--- src/rtl/stitch_pkg.sv ---
// Shared definitions for the stitch write scheduler: channel count, AXI response
// codes and the scheduler state encoding.
package stitch_pkg;

  localparam int NUM_CH = 3;

  localparam logic [1:0] RESP_OKAY   = 2'b00;
  localparam logic [1:0] RESP_EXOKAY = 2'b01;
  localparam logic [1:0] RESP_SLVERR = 2'b10;
  localparam logic [1:0] RESP_DECERR = 2'b11;

  typedef enum logic [1:0] {
    ST_IDLE = 2'd0,
    ST_AW   = 2'd1,
    ST_W    = 2'd2,
    ST_B    = 2'd3
  } wr_state_e;

endpackage

--- src/rtl/rr_arbiter3.sv ---
// Three-way round-robin arbiter: combinational one-hot grant, priority rotates to
// the channel after the last one granted whenever update is asserted.
module rr_arbiter3
  import stitch_pkg::*;
(
  input  logic              clk,
  input  logic              rst_n,
  input  logic [NUM_CH-1:0] req,
  input  logic              update,
  output logic [NUM_CH-1:0] gnt
);

  logic [NUM_CH-1:0] last_q;

  // Reset state points at channel 2 so channel 0 has first priority.
  always_ff @(posedge clk or negedge rst_n) begin
    if (!rst_n) begin
      last_q <= 3'b100;
    end else if (update && (|gnt)) begin
      last_q <= gnt;
    end
  end

  always_comb begin
    gnt = '0;
    case (last_q)
      3'b001: begin
        if      (req[1]) gnt = 3'b010;
        else if (req[2]) gnt = 3'b100;
        else if (req[0]) gnt = 3'b001;
      end
      3'b010: begin
        if      (req[2]) gnt = 3'b100;
        else if (req[0]) gnt = 3'b001;
        else if (req[1]) gnt = 3'b010;
      end
      default: begin
        if      (req[0]) gnt = 3'b001;
        else if (req[1]) gnt = 3'b010;
        else if (req[2]) gnt = 3'b100;
      end
    endcase
  end

endmodule

--- src/rtl/stitch_wr_scheduler.sv ---
// Schedules fixed-length AXI write bursts from three channel FIFOs into per-channel
// frame buffers, one burst outstanding at a time, round-robin between channels.
module stitch_wr_scheduler
  import stitch_pkg::*;
#(
  parameter int               BURST_LEN = 32,
  parameter int               DATA_W    = 128,
  parameter int               ADDR_W    = 32,
  parameter logic [ADDR_W-1:0] BASE_ADDR = 32'h10000000,
  parameter logic [ADDR_W-1:0] CH_STRIDE = 32'h00800000
) (
  input  logic                     M_AXI_ACLK,
  input  logic                     M_AXI_ARESETN,
  input  logic [NUM_CH-1:0]        ch_req,
  input  logic [NUM_CH-1:0]        ch_frame_start,
  input  logic [NUM_CH*DATA_W-1:0] ch_data,
  output logic [NUM_CH-1:0]        ch_rd_en,
  output logic [ADDR_W-1:0]        M_AXI_AWADDR,
  output logic [7:0]               M_AXI_AWLEN,
  output logic                     M_AXI_AWVALID,
  input  logic                     M_AXI_AWREADY,
  output logic [DATA_W-1:0]        M_AXI_WDATA,
  output logic [DATA_W/8-1:0]      M_AXI_WSTRB,
  output logic                     M_AXI_WLAST,
  output logic                     M_AXI_WVALID,
  input  logic                     M_AXI_WREADY,
  input  logic [1:0]               M_AXI_BRESP,
  input  logic                     M_AXI_BVALID,
  output logic                     M_AXI_BREADY,
  output logic [NUM_CH-1:0]        grant,
  output logic                     wr_err
);

  localparam int                BEAT_W      = (BURST_LEN > 1) ? $clog2(BURST_LEN) : 1;
  localparam logic [BEAT_W-1:0] LAST_BEAT   = BEAT_W'(BURST_LEN - 1);
  localparam logic [ADDR_W-1:0] BURST_BYTES = ADDR_W'(BURST_LEN * DATA_W / 8);

  // Next write offset within a channel buffer, wrapping at the channel stride.
  function automatic logic [ADDR_W-1:0] ptr_advance(input logic [ADDR_W-1:0] ptr);
    logic [ADDR_W:0] sum;
    logic [ADDR_W:0] wrapped;
    sum     = {1'b0, ptr} + {1'b0, BURST_BYTES};
    wrapped = sum - {1'b0, CH_STRIDE};
    return (sum >= {1'b0, CH_STRIDE}) ? wrapped[ADDR_W-1:0] : sum[ADDR_W-1:0];
  endfunction

  wr_state_e         state_q, state_d;
  logic [NUM_CH-1:0] grant_q;
  logic [NUM_CH-1:0] arb_gnt;
  logic              arb_update;
  logic [BEAT_W-1:0] beat_q;
  logic [ADDR_W-1:0] ptr_q [NUM_CH];
  logic [NUM_CH-1:0] pend_q;
  logic              wr_err_q;
  logic              last_beat, b_hs;
  logic [ADDR_W-1:0] sel_addr;
  logic [DATA_W-1:0] sel_data;

  assign last_beat  = (beat_q == LAST_BEAT);
  assign b_hs       = (state_q == ST_B) && M_AXI_BVALID;
  assign arb_update = (state_q == ST_IDLE) && (|ch_req);

  rr_arbiter3 u_arb (
    .clk    (M_AXI_ACLK),
    .rst_n  (M_AXI_ARESETN),
    .req    (ch_req),
    .update (arb_update),
    .gnt    (arb_gnt)
  );

  always_ff @(posedge M_AXI_ACLK or negedge M_AXI_ARESETN) begin
    if (!M_AXI_ARESETN) begin
      state_q <= ST_IDLE;
    end else begin
      state_q <= state_d;
    end
  end

  always_comb begin
    state_d = state_q;
    case (state_q)
      ST_IDLE: if (|ch_req)                     state_d = ST_AW;
      ST_AW:   if (M_AXI_AWREADY)               state_d = ST_W;
      ST_W:    if (M_AXI_WREADY && last_beat)   state_d = ST_B;
      ST_B:    if (M_AXI_BVALID)                state_d = ST_IDLE;
      default:                                  state_d = ST_IDLE;
    endcase
  end

  // Burst bookkeeping: owner, beat count, per-channel pointers and frame restarts.
  always_ff @(posedge M_AXI_ACLK or negedge M_AXI_ARESETN) begin
    if (!M_AXI_ARESETN) begin
      grant_q  <= '0;
      beat_q   <= '0;
      pend_q   <= '0;
      wr_err_q <= 1'b0;
      for (int n = 0; n < NUM_CH; n++) ptr_q[n] <= '0;
    end else begin
      if (arb_update) grant_q <= arb_gnt;
      else if (b_hs)  grant_q <= '0;

      if ((state_q == ST_W) && M_AXI_WREADY) beat_q <= last_beat ? '0 : beat_q + BEAT_W'(1);

      wr_err_q <= b_hs && (M_AXI_BRESP != RESP_OKAY);

      // A restart on the owning channel is deferred to its response so the
      // in-flight burst address is never disturbed.
      for (int n = 0; n < NUM_CH; n++) begin
        if (b_hs && grant_q[n]) begin
          ptr_q[n]  <= (pend_q[n] || ch_frame_start[n]) ? '0 : ptr_advance(ptr_q[n]);
          pend_q[n] <= 1'b0;
        end else if (ch_frame_start[n]) begin
          if (grant_q[n]) pend_q[n] <= 1'b1;
          else            ptr_q[n]  <= '0;
        end
      end
    end
  end

  always_comb begin
    sel_addr = '0;
    sel_data = '0;
    for (int n = 0; n < NUM_CH; n++) begin
      if (grant_q[n]) begin
        sel_addr = BASE_ADDR + CH_STRIDE * ADDR_W'(n) + ptr_q[n];
        sel_data = ch_data[n*DATA_W +: DATA_W];
      end
    end
  end

  assign M_AXI_AWLEN   = 8'(BURST_LEN - 1);
  assign M_AXI_WSTRB   = '1;
  assign M_AXI_AWVALID = (state_q == ST_AW);
  assign M_AXI_AWADDR  = (state_q == ST_AW) ? sel_addr : '0;
  assign M_AXI_WVALID  = (state_q == ST_W);
  assign M_AXI_WDATA   = (state_q == ST_W) ? sel_data : '0;
  assign M_AXI_WLAST   = (state_q == ST_W) && last_beat;
  assign M_AXI_BREADY  = (state_q == ST_B);
  assign ch_rd_en      = ((state_q == ST_W) && M_AXI_WREADY) ? grant_q : '0;
  assign grant         = grant_q;
  assign wr_err        = wr_err_q;

endmodule

--- config.mk ---
export PLATFORM = sky130hd
export DESIGN_NAME = stitch_wr_scheduler
export DESIGN_NICKNAME = d
export VERILOG_FILES = /design/src/rtl/stitch_pkg.sv /design/src/rtl/rr_arbiter3.sv /design/src/rtl/stitch_wr_scheduler.sv
export SDC_FILE = /design/constraint.sdc
export NUM_CORES = 1
export LEC_CHECK = 0
export CAP_MARGIN = 10
export CORE_AREA = 4 4 231 233
export CTS_CLUSTER_DIAMETER = 30
export CTS_CLUSTER_SIZE = 12
export DETAILED_ROUTE_END_ITERATION = 10
export DIE_AREA = 0 0 235 237
export HOLD_SLACK_MARGIN = 0.1
export SYNTH_ARGS = -nofsm -noshare
export SYNTH_HDL_FRONTEND = slang
export SYNTH_HIERARCHICAL = 1
export SYNTH_SLANG_ARGS = --single-unit
--- constraint.sdc ---
create_clock -name M_AXI_ACLK -period 4.9 [get_ports M_AXI_ACLK]
set_clock_uncertainty 0.05 [all_clocks]
set_input_delay 0.49 -clock M_AXI_ACLK [delete_from_list [all_inputs] [get_ports M_AXI_ACLK]]
set_output_delay 0.49 -clock M_AXI_ACLK [all_outputs]
set_load 0.05 [all_outputs]
# == After elaboration in Yosys (flattened, before gate mapping) ==
# Cells that the tools add are included.
# W data, S select, Z words.
# word_totals
rom_bits,0
latchBits,0
mem_count,0
ram_bits,0
regBits,113
elab_cells,119
# classes
order_cmp,3
mul,0
eq_ne,13
n_addsub,10
mux,51
n_div,0
bitwise_logic,0
n_reduce_logical,31
shift,0
# op_table
operator,count
$mux W32,19
$mux W128,4
$add A32 B10 Y33 const B,3
$ge A33 B24 Y1 const B,3
$add A29 B32 Y32 const A,3
$sub A32 B24 Y32 const B,3
$mux W3,10
$reduce_bool A2 Y1,8
$ne A2 B1 Y1 const B,6
$reduce_and A2 Y1,6
$logic_and A1 B1 Y1,10
$mux W1,10
$mux W2,5
$pmux W2 S4,1
$pmux W3 S2,1
$reduce_or A3 Y1,2
$add A5 B1 Y5 const B,1
$eq A5 B5 Y1 const B,1
$mux W5,1
$eq A2 B2 Y1 const B,2
$reduce_and A4 Y1,1
$eq A3 B1 Y1 const B,1
$eq A3 B2 Y1 const B,1
$logic_or A1 B1 Y1,3
3 further kinds,3

# == Depth between registers and ports, before layout ==
# depth
ltp_word,6
depth_mapped,13
depth_no_buf,12

# == Cells and area by module ==
# The synthesis kept the hierarchy.
# modules_own_cells
mod,cells_each,instances,seq_area_each_um2,area_per_inst_um2
stitch_wr_scheduler,1616,1,2077.0,10815.4
rr_arbiter3,21,1,76.3,221.5

# == Worst setup path before layout ==
# OpenSTA, ideal clock, no wires.
# synth_timing
path_kind,reg-to-output
start,register grant_q[0] (netlist: grant[0])
end,output port M_AXI_AWADDR[29]
arrival_ns,3.119
n_path_buf,4
setup_slack_ns,1.241
stages_incl_launch_ff,8
required_time_ns,4.360
path_cell_list,dfrtp_1 -> clkbuf_1 -> nor2b_1 -> clkbuf_1 -> clkbuf_1 -> clkbuf_1 -> a221oi_1 -> a211oi_1
# synth_between
elab_chain_len,4
# synth_lines
element,line,text
"start, declared",stitch_wr_scheduler.sv:48,logic [NUM_CH-1:0] grant_q;
"start signal, assigned",stitch_wr_scheduler.sv:99,if (arb_update) grant_q <= arb_gnt;
$mux W32 (3 in series),stitch_wr_scheduler.sv:124,if (grant_q[n]) begin
$mux W32,stitch_wr_scheduler.sv:134,assign M_AXI_AWADDR = (state_q == ST_AW) ? sel_addr : '0;
"end, declared",stitch_wr_scheduler.sv:18,"output logic [ADDR_W-1:0] M_AXI_AWADDR,"
# Every way passes these cells.

# == Final worst setup path ==
# layout_timing
start,register grant_q[0] (netlist: grant[0])
end,output port M_AXI_WDATA[93]
# layout_between
elab_chain_len,4
# layout_lines
element,line,text
$mux W128 (3 in series),stitch_wr_scheduler.sv:124,
$mux W128,stitch_wr_scheduler.sv:136,assign M_AXI_WDATA = (state_q == ST_W) ? sel_data : '0;
"end, declared",stitch_wr_scheduler.sv:22,"output logic [DATA_W-1:0] M_AXI_WDATA,"
# Every way passes these cells.

==> metrics.yaml <==
logic_synthesis:
  yosysSeqAreaShare_pct: 19.51
  syn_area_um2: 11040
  ys_types: 83
  synth_top_cell_by_area: "dfrtp_1"
  synth_edf_count: 0
  synth_most_common_cell: "nand2_1"
  netlist_top_cells_area: "dfrtp_1, o21ai_0, a22oi_1"
  yosysWarnings: 6
  synth.top_cells.by_count: "nand2_1, o21ai_0, and2_1"
  netlist_instances: 1637
  async_reset_ff_share_pct: 100.0
  ys.flop_type: "dfrtp_1"
  synth_top_area_share_pct: 19.27
  ys_seq_elements: 86
  syn_avg_cell_area_um2: 6.742
grt:
  grt_pass1_vias: 13640
  antenna_found_initial: 80
  grt_pass1_wl_um: 106500
  grt_usage_pct: 26.14
  grt-ovfl-total: 0
  grt_max_degree: 179
setup_path:
  worstPathRequired_ps: 4360
  r2r_setup_slack_ps: 1080
  cp-start-kind: "flip-flop"
  crit_type: "flip-flop to primary output"
  slowest_stage: "dfrtp_1"
  path_max_fanout: 128
  cp.arrival_ps: 3860
  crit_chain: "nor2b_4 -> buf_12 -> a22oi_1 -> o21ai_0 -> and2_1 -> clkdlybuf4s50_1"
  max_stage_delay_ps: 870
  endpoint_kind: "primary output"
routing:
  wl_per_cell_um: 27.96
  wl_um: 77820
  vias_per_cell: 5.277
  num_vias: 14690
  drc: 0
  drtAntennaViolNets: 0
  drt_first_iter_violations: 1568
  first_pass_iters: 6
clock_tree:
  postCtsSetupRepairBufs: 0
  cts-root-buf: "clkbuf_16"
  cts_buffers: 9
  clk_pin_slew_worst_paths_ps: 70
  h-tree-depth: 3
  cts.repair.resized: 0
  tritoncts: "done"
  cts_hold_buffers: 0
  insertion_delay_ps: 360
  clockBufferDepth: 2
  cts_sinks: 86
outcome:
  outcome: "complete, no violations"
placement:
  gp_congestion: 0.9691
  dp_hpwl_um: 64790
  io_buffers: 558
cells_and_area:
  final-seq-area_um2: 2161
  fin_util_pct: 33.75
  area_growth_pct: 56.58
  fillCellCount: 5513
  multiInputGateArea_um2: 8056
  drive_gt1_share_pct: 3.539
  final_nets: 2471
sta:
  min_period_over_period_pct: 89.87
  rsz0062_at_grt: "false"
  fmax_mhz: 227.1
  min_period_ps: 4403
  final_hold_viol_count: 0
  tightest_slew_ps: 1184
  maxSlewViolCount: 0
  slew_headroom_pct: 20.63
  finalSetupViolations: 0
  tns_ps: 0
die:
  start_util_pct: 21.56
  core_um2: 51200
  die_area_um2: 55700
  io_pins: 592
  rows: 83
  die_h_um: 237
  die_w_um: 235
pwr:
  p_leak_nw: 6.198
  p_per_area_nw_per_um2: 364.7
  peakVddDrop_mv: 0.6128
flow_run:
  drv_cap: 0
worst_hold_path:
  hp-class: "primary input to asynchronous set/reset pin"
final cells by class:
type                    instances  area share (%)
diodes                         40          0.5792
clock buffers                   9           1.303
clock inverters                 7          0.4634
inverters                      16          0.3475
multi-input cells            1370           46.62
flip-flops and latches         86           12.50
well taps                     680           4.923
repair buffers                575           33.26
power by group:
group,internal [mW],switching (mW)
registers,0.778,0.186
clock network,0.402,0.339
logic,1.56,3.04
placed cells by master, fill, tap and decap left out, drive strengths merged, types with 14 or more instances in the layout:
master,count
a211oi,22
a21oi,65
a22oi,128
a31oi,23
and2,145
and3,24
buf,18
clkdlybuf4s50,557
conb,33
dfrtp,85
diode,40
ha,16
inv,19
nand2,248
nand3,38
nand4,41
nor2,107
nor3,26
nor4,20
o21ai,224
o31ai,14
or3,14
xnor2,29
xor2,20
per-stage QoR:
step / std cells / area, µm² / hold slack, ps / total power, mW / setup slack [ps]
after CTS: 2743 / 17180 / 148.5 / 6.283 / 556.2
after global routing: 2759 / 17220 / 183.0 / 6.633 / 342.1
after floorplan: 1668 / 11150 / 144.4 / 3.813 / 1241
final: 2783 / 17280 / 120.2 / 6.303 / 496.6
after global placement: 2727 / 16880 / 435.5 / 5.496 / 1067
after detailed placement: 2727 / 16880 / 465.7 / 5.532 / 958.5
routing by layer:
layer  vias to the layer above  routed length [µm]  track usage (%)
met5                         -                 225                0
met4                        32                1836            6.928
met2                       774               33700            39.65
li1                       6732                   -                -
met3                       119               10960            12.14
met1                      7029               31100            33.53
critical path, delay by kind of cell, from the launching register on:
family                 cells  cell delay, ps
AOI/OAI and AO/OA          2             570
buffers and inverters      2            1220
and+or+nand+nor            2             550
DFF                        1             870
cells by family (layout without fill, tap and decap cells):
| logic type | after synthesis | after routing | synth area share [%] |
|---|---|---|---|
| AND/OR/NAND/NOR | 713 | 713 | 33.42 |
| other | 2 | 73 | 0.06804 |
| XOR/XNOR | 49 | 49 | 3.888 |
| flip-flops | 86 | 86 | 19.51 |
| buffers and inverters | 212 | 607 | 8.843 |
| multiplexers | 16 | 16 | 1.531 |
| AO/OA/AOI/OAI | 543 | 543 | 30.93 |
| adder cells (fa/ha/maj) | 16 | 16 | 1.814 |
registers in the layout (all words and copies together), names as in the netlist:
name,count
pend_q,3
ptr_q,69
grant,3
u_arb/last_q,3
beat_q,5
wr_err,1
state_q,2
final timing paths:
kind                            cells past startpoint               to           from
worst min register to register                      1        beat_q[2]      beat_q[2]
max in group asynchronous                           2        ptr_q[80]  M_AXI_ARESETN
min in group M_AXI_ACLK                             1        beat_q[2]      beat_q[2]
worst min-delay path                                1        ptr_q[20]  M_AXI_ARESETN
worst max-delay path                                6  M_AXI_WDATA[93]       grant[0]
worst max register to register                     11        ptr_q[28]      ptr_q[12]
Note: power is estimated with default switching activity, not from simulation.
